==> src/rtl/regfile_scan.sv <==
// Debug-side sequencer for the 32x32 CPU register file: streams a register
// range out to the host (dump) or writes host words into a range (load).
module regfile_scan #(
  parameter int READ_LAT = 1
) (
  input  logic        CK,
  input  logic        CLR,
  input  logic        Start,
  input  logic        Load,
  input  logic [4:0]  FirstReg,
  input  logic [4:0]  LastReg,
  output logic        Busy,
  output logic        Done,
  output logic [4:0]  RegAddr,
  input  logic [31:0] RegData,
  output logic        RegWrite,
  output logic [4:0]  WriteRegster,
  output logic [31:0] WriteData,
  output logic [31:0] OutData,
  output logic        OutValid,
  input  logic        OutReady,
  input  logic [31:0] InData,
  input  logic        InValid,
  output logic        InReady
);

  localparam int CW = $clog2(READ_LAT + 1) + 1;

  typedef enum logic [2:0] {
    IDLE,
    RD_WAIT,
    RD_OUT,
    WR,
    FLUSH,
    DONE
  } state_t;

  state_t        state_reg, state_next;
  logic [4:0]    cur_reg, cur_next;
  logic [4:0]    last_reg, last_next;
  logic [CW-1:0] lat_reg, lat_next;
  logic          busy_reg, busy_next;
  logic          done_reg, done_next;
  logic [4:0]    addr_reg, addr_next;
  logic          wr_reg, wr_next;
  logic [4:0]    wa_reg, wa_next;
  logic [31:0]   wd_reg, wd_next;
  logic [31:0]   out_data_reg, out_data_next;
  logic          out_valid_reg, out_valid_next;
  logic          in_ready_reg, in_ready_next;

  always_comb begin
    state_next     = state_reg;
    cur_next       = cur_reg;
    last_next      = last_reg;
    lat_next       = lat_reg;
    addr_next      = addr_reg;
    wr_next        = 1'b0;
    wa_next        = wa_reg;
    wd_next        = wd_reg;
    out_data_next  = out_data_reg;
    out_valid_next = out_valid_reg;

    case (state_reg)
      IDLE: begin
        if (Start || Load) begin
          cur_next  = FirstReg;
          last_next = LastReg;
          lat_next  = '0;
          if (Start) begin
            addr_next = FirstReg;
          end
          if (FirstReg > LastReg) begin
            state_next = DONE;
          end else if (Start) begin
            state_next = RD_WAIT;
          end else begin
            state_next = WR;
          end
        end
      end

      // One cycle for the address to reach the file plus READ_LAT of latency.
      RD_WAIT: begin
        if (lat_reg == CW'(READ_LAT)) begin
          out_data_next  = RegData;
          out_valid_next = 1'b1;
          state_next     = RD_OUT;
        end else begin
          lat_next = lat_reg + CW'(1);
        end
      end

      RD_OUT: begin
        if (out_valid_reg && OutReady) begin
          out_valid_next = 1'b0;
          if (cur_reg == last_reg) begin
            state_next = DONE;
          end else begin
            cur_next   = cur_reg + 5'd1;
            addr_next  = cur_reg + 5'd1;
            lat_next   = '0;
            state_next = RD_WAIT;
          end
        end
      end

      // r0 is hardwired in the CPU, so its word is accepted but never written.
      WR: begin
        if (InValid && in_ready_reg) begin
          wr_next = (cur_reg != 5'd0);
          wa_next = cur_reg;
          wd_next = InData;
          if (cur_reg == last_reg) begin
            state_next = FLUSH;
          end else begin
            cur_next = cur_reg + 5'd1;
          end
        end
      end

      FLUSH: state_next = DONE;

      DONE: state_next = IDLE;

      default: state_next = IDLE;
    endcase

    busy_next     = (state_next != IDLE);
    done_next     = (state_next == DONE);
    in_ready_next = (state_next == WR);
  end

  always_ff @(posedge CK) begin
    if (CLR) begin
      state_reg     <= IDLE;
      cur_reg       <= 5'd0;
      last_reg      <= 5'd0;
      lat_reg       <= '0;
      busy_reg      <= 1'b0;
      done_reg      <= 1'b0;
      addr_reg      <= 5'd0;
      wr_reg        <= 1'b0;
      wa_reg        <= 5'd0;
      wd_reg        <= 32'd0;
      out_data_reg  <= 32'd0;
      out_valid_reg <= 1'b0;
      in_ready_reg  <= 1'b0;
    end else begin
      state_reg     <= state_next;
      cur_reg       <= cur_next;
      last_reg      <= last_next;
      lat_reg       <= lat_next;
      busy_reg      <= busy_next;
      done_reg      <= done_next;
      addr_reg      <= addr_next;
      wr_reg        <= wr_next;
      wa_reg        <= wa_next;
      wd_reg        <= wd_next;
      out_data_reg  <= out_data_next;
      out_valid_reg <= out_valid_next;
      in_ready_reg  <= in_ready_next;
    end
  end

  assign Busy         = busy_reg;
  assign Done         = done_reg;
  assign RegAddr      = addr_reg;
  assign RegWrite     = wr_reg;
  assign WriteRegster = wa_reg;
  assign WriteData    = wd_reg;
  assign OutData      = out_data_reg;
  assign OutValid     = out_valid_reg;
  assign InReady      = in_ready_reg;

endmodule
==> config.mk <==
export PLATFORM = sky130hd
export DESIGN_NAME = regfile_scan
export DESIGN_NICKNAME = d
export VERILOG_FILES = /design/src/rtl/regfile_scan.sv
export SDC_FILE = /design/constraint.sdc
export NUM_CORES = 1
export LEC_CHECK = 0
export BUFFER_PORTS_ARGS = -buffer_cell sky130_fd_sc_hd__buf_4
export CORE_ASPECT_RATIO = 1.2
export CORE_UTILIZATION = 30
export DETAILED_ROUTE_END_ITERATION = 10
export PLACE_DENSITY_LB_ADDON = 0.15
export REMOVE_ABC_BUFFERS = 1
export SLEW_MARGIN = 15
export SYNTH_ARGS = -nofsm -noshare
export SYNTH_HDL_FRONTEND = slang
export SYNTH_SLANG_ARGS = --single-unit
==> constraint.sdc <==
create_clock -name CK -period 3 [get_ports CK]
set_clock_uncertainty 0.1 [all_clocks]
set_input_delay 0.6 -clock CK [delete_from_list [all_inputs] [get_ports CK]]
set_output_delay 0.6 -clock CK [all_outputs]
set_load 0.05 [all_outputs]
Yosys cells after proc, flatten, opt, wreduce, memory -nomap -nowiden
Index checks and enable logic that the tools add are counted.
{ "totals": {"out_inout_bits": 79, "mem_bits_rw": 0, "mem_count": 0, "latchBits": 0, "rom_bits": 0, "inputBits": 80, "word_cells": 78, "reg_bits": 94} }
{ "classes": {"n_eq_ne": 15, "n_mul": 0, "bitwise_logic": 2, "add_sub_neg": 2, "n_div": 0, "n_reduce_logical": 18, "n_shift": 0, "n_lt_le_gt_ge": 1, "muxes": 27} }
{ "ops": {"columns": ["operator", "count"], "rows": [
  ["2-to-1 mux 5 bit", 8],
  ["2-to-1 mux 3 bit", 7],
  ["one-hot mux 3 bit (5 select lines)", 1],
  ["one-hot mux 5 bit (3 select lines)", 1],
  ["!= test 2 bit, second input constant", 7],
  ["2-to-1 mux 2 bit", 5],
  ["one-hot mux 5 bit (2 select lines)", 1],
  ["AND reduction 5 bit", 2],
  ["equality test 3 x 2 -> 1 bit, second input constant", 3],
  ["nonzero test 3 bit", 3],
  ["equality test 3 bit, second input constant", 2],
  ["one-hot mux 2 bit (3 select lines)", 1],
  ["AND reduction 2 bit", 3],
  ["adder 5 x 1 -> 5 bit, second input constant", 1],
  ["equality test 5 bit", 1],
  ["> comparator 5 bit", 1],
  ["nonzero test 5 bit", 1],
  ["AND reduction 4 bit", 1],
  ["nonzero test 2 bit", 2],
  ["equality test 3 x 1 -> 1 bit, second input constant", 1],
  ["logical NOT 3 bit", 1],
  ["AND reduction 3 bit", 1],
  ["OR reduction 3 bit", 1],
  ["adder 2 x 1 -> 2 bit, second input constant", 1],
  ["other kinds (6)", 9]
]} }

Logic depth before layout (Yosys ltp)
Gate-level depths: netlist of the first run.
{ "logic_depth": {"word_depth": 5, "mapped_depth": 7} }

Worst setup path after synthesis of the first run
Ideal clock, no wire load.
{ "synth_timing": {"path_type": "input to register", "from": "input port LastReg[3]", "to": "register done_reg, in the netlist Done", "n_path_buf": 0, "setup_slack_ps": 1066, "setup_ps": 92, "t_arrival_ps": 1742, "cell_stages": 7, "cell_sequence": "inv_1 > ha_1 > and3_1 > and3_1 > a211oi_1 > a211oi_1 > nor4_1"} }
{ "synth_between": {"elab_chain_cells": 5} }
{ "synth_rtl": {"columns": ["item", "line_no", "source"], "rows": [
  ["start, declared", "11", "input logic [4:0] LastReg,"],
  ["> comparator 5 bit", "73", "if (FirstReg > LastReg) begin"],
  ["2-to-1 mux 3 bit", "73", null],
  ["2-to-1 mux 3 bit", "66", "if (Start || Load) begin"],
  ["one-hot mux 3 bit (5 select lines)", "64", "case (state_reg)"],
  ["equality test 3 bit", "130", "done_next = (state_next == DONE);"],
  ["end signal, assigned", "155", "done_reg <= done_next;"],
  ["end, declared", "43", "logic done_reg, done_next;"]
]} }
No other way between the ends.
A chain may end at the register's enable or synchronous reset.

Final worst setup path of the first run
{ "layout_timing": {"from": "register state_reg[2]", "to": "register addr_reg[0], in the netlist RegAddr[0]"} }
{ "layout_between": {"elab_chain_cells": 3, "elab_cells_between_ends": 9, "classes_between": "eq/ne: 5; mux: 1; reduce/logical: 3"} }
{ "layout_rtl": {"columns": ["item", "line_no", "source"], "rows": [
  ["start, declared", "38", "state_t state_reg, state_next;"],
  ["start signal, assigned", "150", "state_reg <= state_next;"],
  ["equality test 3 x 2 -> 1 bit or logical NOT 3 bit (tied branches)", "64", null],
  ["!= test 2 bit (no source line) or nonzero test 2 bit (tied branches)", null, null],
  ["AND reduction 5 bit (no source line)", null, null],
  ["end signal, assigned", "156", "addr_reg <= addr_next;"],
  ["end, declared", "44", "logic [4:0] addr_reg, addr_next;"]
]} }
Parallel ways exist; a longest one is shown, timed or not.

==> results.md, run 1 <==
* Final setup TNS at 0 ns
* Initial Utilization at 30.8%
* CP max FO at 13
* Num CTS Buffers at 9
* IO Count at 159
* Kind of critical path: register to register
* Worst-case clock buffer depth at 2
* Core Area at 12600 µm²
* Post-route design area at 5490 µm²
* Placed cell areas at 5190 µm²
* Register area share after synthesis at 48.5%
* Die H at 127 µm
* Layout cell share with drive strength beyond 1 at 29.6%
* P_leak at 2.28 nW
* Clock insertion delay at the later pin of the skew report at 0.34 ns
* CP startpoint kind: register
* Synthesized area per cell at 8.02 µm²
* Post-synth EDFFs at 0
* Syn Inst Count at 484
* Register bit total from synthesis at 94
* Nets at 713
* Pins over their slew limit at 0
* Max cap viols at 0
* Worst-Margin Slew at 0.623 ns
* DR WL/cell at 13.5 µm
* H-tree depth at 3
* IO buf count at 158
* Final RePlAce weighted congestion at 0.820
* First-pass GRT wire length at 16800 µm
* Tcrit/Tclk final at 71.9%
* Drt pass-1 iters at 4
* Root buffer cell: clkbuf_16
* Total grt overflow at 0
* Die X at 106 µm
* Final hold violation count at 0
* Cell area power density at 675 nW/µm²
* Synth warn at 0
* Clock network power share at 31.1%
* Reg power frac at 40.0%
* Commonest non-fill, non-tap cell in the layout: buf_4
* Signal arrival time at the worst endpoint at 2.27 ns
* ANT cells at 0
* # hold bufs at CTS at 0
* Post-DP HPWL at 7590 µm
* Routed vias at 3714
* Combinational Power Share at 29.0%
* Post-synthesis cell area at 3880 µm²
* Synth-to-Final Area Change at 41.4%
* Gr usage total at 15.8%
* Layout fillers at 1278
* Outcome: completed
* CP Data Required Time at 3.11 ns
* Yosys top cell area share at 48.5%
* Crit. End Element: register
* Tot Pwr at 3.70 mW
* Switch share at 33.7%
* HP Class: register to register
* Initial antenna violation count at 0
* Reg clk slew, reported paths at 0.06 ns
* ANT nets after route at 0
* Worst setup margin at 0.844 ns
* DRC at 0
* Synth area leaders: dfxtp_1 (48%), nand2_1 (15%), a21oi_1 (10%)
* Vias in the first global route at 3340
* Die footprint at 13400 µm²
* Post-synth top area cell: dfxtp_1
* 1st-iter DRT viols at 220
* Post_cts resized at 0
* Worst slew margin at 58.4%
* Setup-failing EPs final at 0
* Highest clock rate at 0.464 GHz
* Peak VDD IR at 0.000291 V
* CTS tree: yes
* Row cnt at 45
* Largest net degree at the start of global routing at 65
* Int Power at 2.45 mW
* RSZ-0062 raised after global routing: false
* CTS Sinks at 94
* Drt via density at 4.68
* Ys flop type: dfxtp_1
* Synth unique cells at 52
* Setup repair bufs after CTS at 0
* Min Clock Period, post-route at 2.16 ns
* Ys async rst share at 0%
* Commonest cells after routing, fill and taps aside: buf_4 (163), nand2_1 (150), dfxtp_1 (94), a21oi_1 (81), nor2_1 (20)
* Final WL at 10700 µm
* Net switching power at 1.25 mW
* Place WS at 0.723 ns
-- metal layers --
layer	vias to the layer above	share of wire (%)	track usage [%]	routed length, µm
met3	14	4.8	2.26	512
met2	110	48	26.0	5140
met4	0	2.2	8.25	233
met1	1686	45	20.1	4800
li1	1904	-	-	-
met5	-	0	0	0
-- through the flow --
step                      hold slack, ns  util (%)  instances
final                              0.353      43.5        793
after global routing               0.371      43.5        793
after CTS                          0.357      43.5        793
after detailed placement           0.348      41.2        778
after global placement             0.342      41.2        778
after floorplan                    0.344         -        450
-- path summary, 6_finish.rpt --
path                                      start               to  slack [ns]  cells after the start
worst max register to register     state_reg[2]       RegAddr[0]        0.84                      5
worst min-delay path            WriteRegster[1]  WriteRegster[1]        0.35                      2
worst min register to register  WriteRegster[1]  WriteRegster[1]        0.35                      2
worst max-delay path               state_reg[2]       RegAddr[0]        0.84                      5
-- area by class of cell --
type                            instances  area, µm²  share of cell area (%)
Sequential cell                        94       1880                    34.3
Clock inverter                          5       58.8                    1.07
Clock buffer                           10        239                    4.35
Multi-Input combinational cell        345       1820                    33.1
Tap cell                              164        205                    3.74
Timing Repair Buffer                  164       1240                    22.7
Inverter                               11       41.3                   0.752
-- cells in the mapped netlist, types with 2 or more instances --
cell type,count
nor2_1,20
a211o_1,4
and3_1,4
xor2_1,2
nor3_1,4
a21oi_1,81
and2_1,3
mux2i_1,9
nand2b_1,5
nor2b_1,3
nand3_1,4
ha_1,8
clkbuf_1,21
xnor2_1,6
nand2_1,150
a211oi_2,2
nand4b_1,2
inv_1,11
nor4b_1,2
dfxtp_1,94
buf_2,9
a211oi_1,2
buf_1,3
o21ai_0,7
-- power by group through the flow --
stage,sequential [mW],combinational [mW],clock [mW]
2_1_floorplan,1.68,0.547,0
3_3_place_gp,1.51,1.07,0
3_5_place_dp,1.51,1.08,0
4_1_cts,1.48,1.08,1.19
5_1_grt,1.50,1.17,1.24
6_report,1.48,1.07,1.15
-- critical path, stage by stage (launching register included) --
cell and delay, ns:
dfxtp_1 0.59, or3b_1 0.35, nor2_1 0.11, a211oi_2 0.58, mux2i_1 0.25, nor2_1 0.05
-- kinds of logic (layout without fill, tap and decap cells) --
kind of cell,Yosys count,after routing,synth area share [%]
multiplexers,10,10,2.61
flip-flops,94,94,48.5
AND/OR/NAND/NOR,206,206,22.7
buffers and inverters,45,190,4.67
AO/OA/AOI/OAI,113,113,17.2
adder cells (fa/ha/maj),8,8,2.58
XOR/XNOR,8,8,1.81
Power figures use the tool's default switching activity.
==> inputs of run 2 (changes only) <==
--- a/config.mk
+++ b/config.mk
@@ -5,6 +5,7 @@
 export SDC_FILE = /design/constraint.sdc
 export NUM_CORES = 1
 export LEC_CHECK = 0
+export ABC_AREA = 1
 export BUFFER_PORTS_ARGS = -buffer_cell sky130_fd_sc_hd__buf_4
 export CORE_ASPECT_RATIO = 1.2
 export CORE_UTILIZATION = 30
==> constraint.sdc (replaced) <==
create_clock -name CK -period 2.1 [get_ports CK]
set_clock_uncertainty 0.1 [all_clocks]
set_input_delay 0.42 -clock CK [delete_from_list [all_inputs] [get_ports CK]]
set_output_delay 0.42 -clock CK [all_outputs]
set_load 0.05 [all_outputs]
==> run 2 against run 1 <==
Against the previous run: sequential power grew 52%; largest power group is now combinational logic; largest cell class unchanged; global-route usage is 1.6 points higher; critical path depth is 2 higher; sequential cell count unchanged; count of clock-buffer cells in the layout up 2.
==> results.md, run 2 <==
* Worst-case clock buffer depth at 2
* Tcrit/Tclk final at 82.5%
* # hold bufs at CTS at 0
* ANT cells at 0
* Hold path cells at 3
* Reg power frac at 34.4%
* Routed vias at 4035
* Post-synth top area cell: dfxtp_1
* CP startpoint kind: register
* Worst hold path endpoint: WriteData[1]
* Clock insertion delay at the later pin of the skew report at 0.33 ns
* Post-synthesis cell area at 4000 µm²
* Num CTS Buffers at 9
* DRC at 0
* Signal arrival time at the worst endpoint at 1.90 ns
* Setup-failing EPs final at 0
* Cell Chain, Critical Path: nand2_2 > nor2_2 > nand3_2 > inv_2 > buf_12 > o21ai_0 > a21oi_1
* Core Area at 12800 µm²
* R2R Setup Slk at 0.37 ns
* DR WL/cell at 13.4 µm
* Initial antenna violation count at 0
* Vias in the first global route at 3801
* Nets at 786
* Pins over their slew limit at 0
* Total grt overflow at 0
* Commonest cells after routing, fill and taps aside: buf_4 (164), nand2_1 (104), dfxtp_1 (94), nor2_1 (94), a21oi_1 (55)
* Ys async rst share at 0%
* Post_cts resized at 0
* Reg2Reg Depth at 7
* Yosys top cell area share at 47.1%
* Layout cell share with drive strength beyond 1 at 29.2%
* Largest net degree at the start of global routing at 58
* Kind of critical path: register to register
* CP Data Required Time at 2.27 ns
* CTS Sinks at 94
* Initial Utilization at 31.1%
* First-pass GRT wire length at 18700 µm
* Post-synth EDFFs at 0
* Register area share after synthesis at 47.1%
* Die X at 107 µm
* Peak VDD IR at 0.000804 V
* Setup repair bufs after CTS at 0
* Row cnt at 45
* Synth warn at 0
* Worst slew margin at 73.8%
* Net switching power at 2.58 mW
* Synthesized area per cell at 7.26 µm²
* Gr usage total at 17.4%
* RR Startpoint: state_reg[1]
* Root buffer cell: clkbuf_16
* R2r endpoint: WriteRegster[4]
* Crit-path max cell delay at 0.50 ns
* CTS tree: yes
* P_leak at 2.62 nW
* Crit path from: state_reg[1]
* Commonest non-fill, non-tap cell in the layout: buf_4
* Register bit total from synthesis at 94
* ANT nets after route at 0
* Highest clock rate at 0.577 GHz
* Tot Pwr at 6.54 mW
* Worst-Margin Slew at 0.393 ns
* H-tree depth at 3
* Ys flop type: dfxtp_1
* Final setup TNS at 0 ns
* HP Class: primary input to register
* Drt pass-1 iters at 4
* Max cap viols at 0
* Layout fillers at 1357
* Drt via density at 4.65
* Reg clk slew, reported paths at 0.07 ns
* Clock network power share at 27.6%
* Final RePlAce weighted congestion at 0.834
* Min Clock Period, post-route at 1.73 ns
* Cell area power density at 1160 nW/µm²
* Die H at 128 µm
* Synth area leaders: dfxtp_1 (47%), nand2_1 (9.8%), nor2_1 (8.8%)
* Synth-to-Final Area Change at 41.5%
* Final hold violation count at 0
* IO buf count at 158
* Hold wc startpoint: InData[1]
* IO Count at 159
* Most common cell in the netlist: nand2_1
* Final WL at 11600 µm
* RSZ-0062 raised after global routing: false
* Combinational Power Share at 38.0%
* Switch share at 39.5%
* Crit. End Element: register
* Syn Inst Count at 551
* Int Power at 3.96 mW
* Synth top cells by count: nand2_1 (104), dfxtp_1 (94), nor2_1 (94)
* Outcome: completed
* CP max FO at 30
* Synth unique cells at 25
* Die footprint at 13800 µm²
* 1st-iter DRT viols at 307
* CP max-delay cell: dfxtp_1
* Post-DP HPWL at 8350 µm
-- run 2: cell types whose count changed after synthesis, sizes merged, moves of 5 or more --
cell / previous run / this run
clkbuf: 22 / 13
o21ai: 8 / 48
a21oi: 81 / 55
nor2: 21 / 100
nand2b: 5 / 0
nand2: 150 / 107
buf: 12 / 17
mux2i: 9 / 0
nand3: 4 / 54
inv: 11 / 44
-- run 2: critical path: cells and delay by family (launching register included) --
kind | cells | cell delay, ns
AO/OA/AOI/OAI | 2 | 0.21
flip-flops | 1 | 0.50
buffers and inverters | 2 | 0.45
AND/OR/NAND/NOR | 3 | 0.40
-- run 2: cells by family (layout without fill, tap and decap cells) --
logic type	Yosys count	in the layout	synth area share, %
AND/OR/NAND/NOR	268	268	28.7
AO/OA/AOI/OAI	105	105	13.3
flip-flops	94	94	47.1
buffers and inverters	74	226	7.95
adder cells (fa/ha/maj)	8	8	2.50
XOR/XNOR	2	2	0.438
-- run 2: stage by stage --
| step | hold slack [ns] | std cells | setup slack [ns] | utilization (%) | cell area, µm² |
|---|---|---|---|---|---|
| detailed placement | 0.357 | 851 | 0.308 | 41.5 | 5320 |
| finish | 0.238 | 867 | 0.367 | 44.1 | 5660 |
| global route | 0.228 | 867 | 0.150 | 44.1 | 5660 |
| floorplan | 0.346 | 521 | 0.0830 | - | 3840 |
| CTS | 0.221 | 867 | 0.349 | 44.1 | 5660 |
| global placement | 0.350 | 851 | 0.327 | 41.5 | 5320 |
-- run 2: cell type report --
class | count | area, µm² | area share [%]
Tap cell | 164 | 205 | 3.63
Inverter | 44 | 165 | 2.92
Clock inverter | 4 | 77.6 | 1.37
Multi-Input combinational cell | 383 | 1800 | 31.8
Timing Repair Buffer | 166 | 1270 | 22.5
Clock buffer | 12 | 256 | 4.54
Sequential cell | 94 | 1880 | 33.3
-- run 2: how the worst max path moves through the flow --
stage                      end  depth (start not counted)
2_1_floorplan       lat_reg[1]                          9
3_3_place_gp              Busy                         11
3_5_place_dp              Busy                         11
4_1_cts        WriteRegster[0]                          7
5_1_grt             RegAddr[1]                          7
6_report       WriteRegster[4]                          7
-- run 2: layer usage --
metal	vias up	routed length, µm	part of all wire [%]	GRT usage (%)
li1	2070	-	-	-
met1	1829	5200	45	21.6
met2	120	5500	47	28.7
met3	16	688	5.9	4.31
met4	0	235	2.0	7.09
met5	-	0	0	0
-- run 2: power groups by stage --
stage | Sequential, mW | Clock (mW) | Combinational [mW]
after floorplan | 2.68 | 0 | 1.31
after global placement | 2.28 | 0 | 2.48
after detailed placement | 2.29 | 0 | 2.49
after CTS | 2.25 | 1.86 | 2.50
after global routing | 2.29 | 1.94 | 2.79
final | 2.25 | 1.81 | 2.49
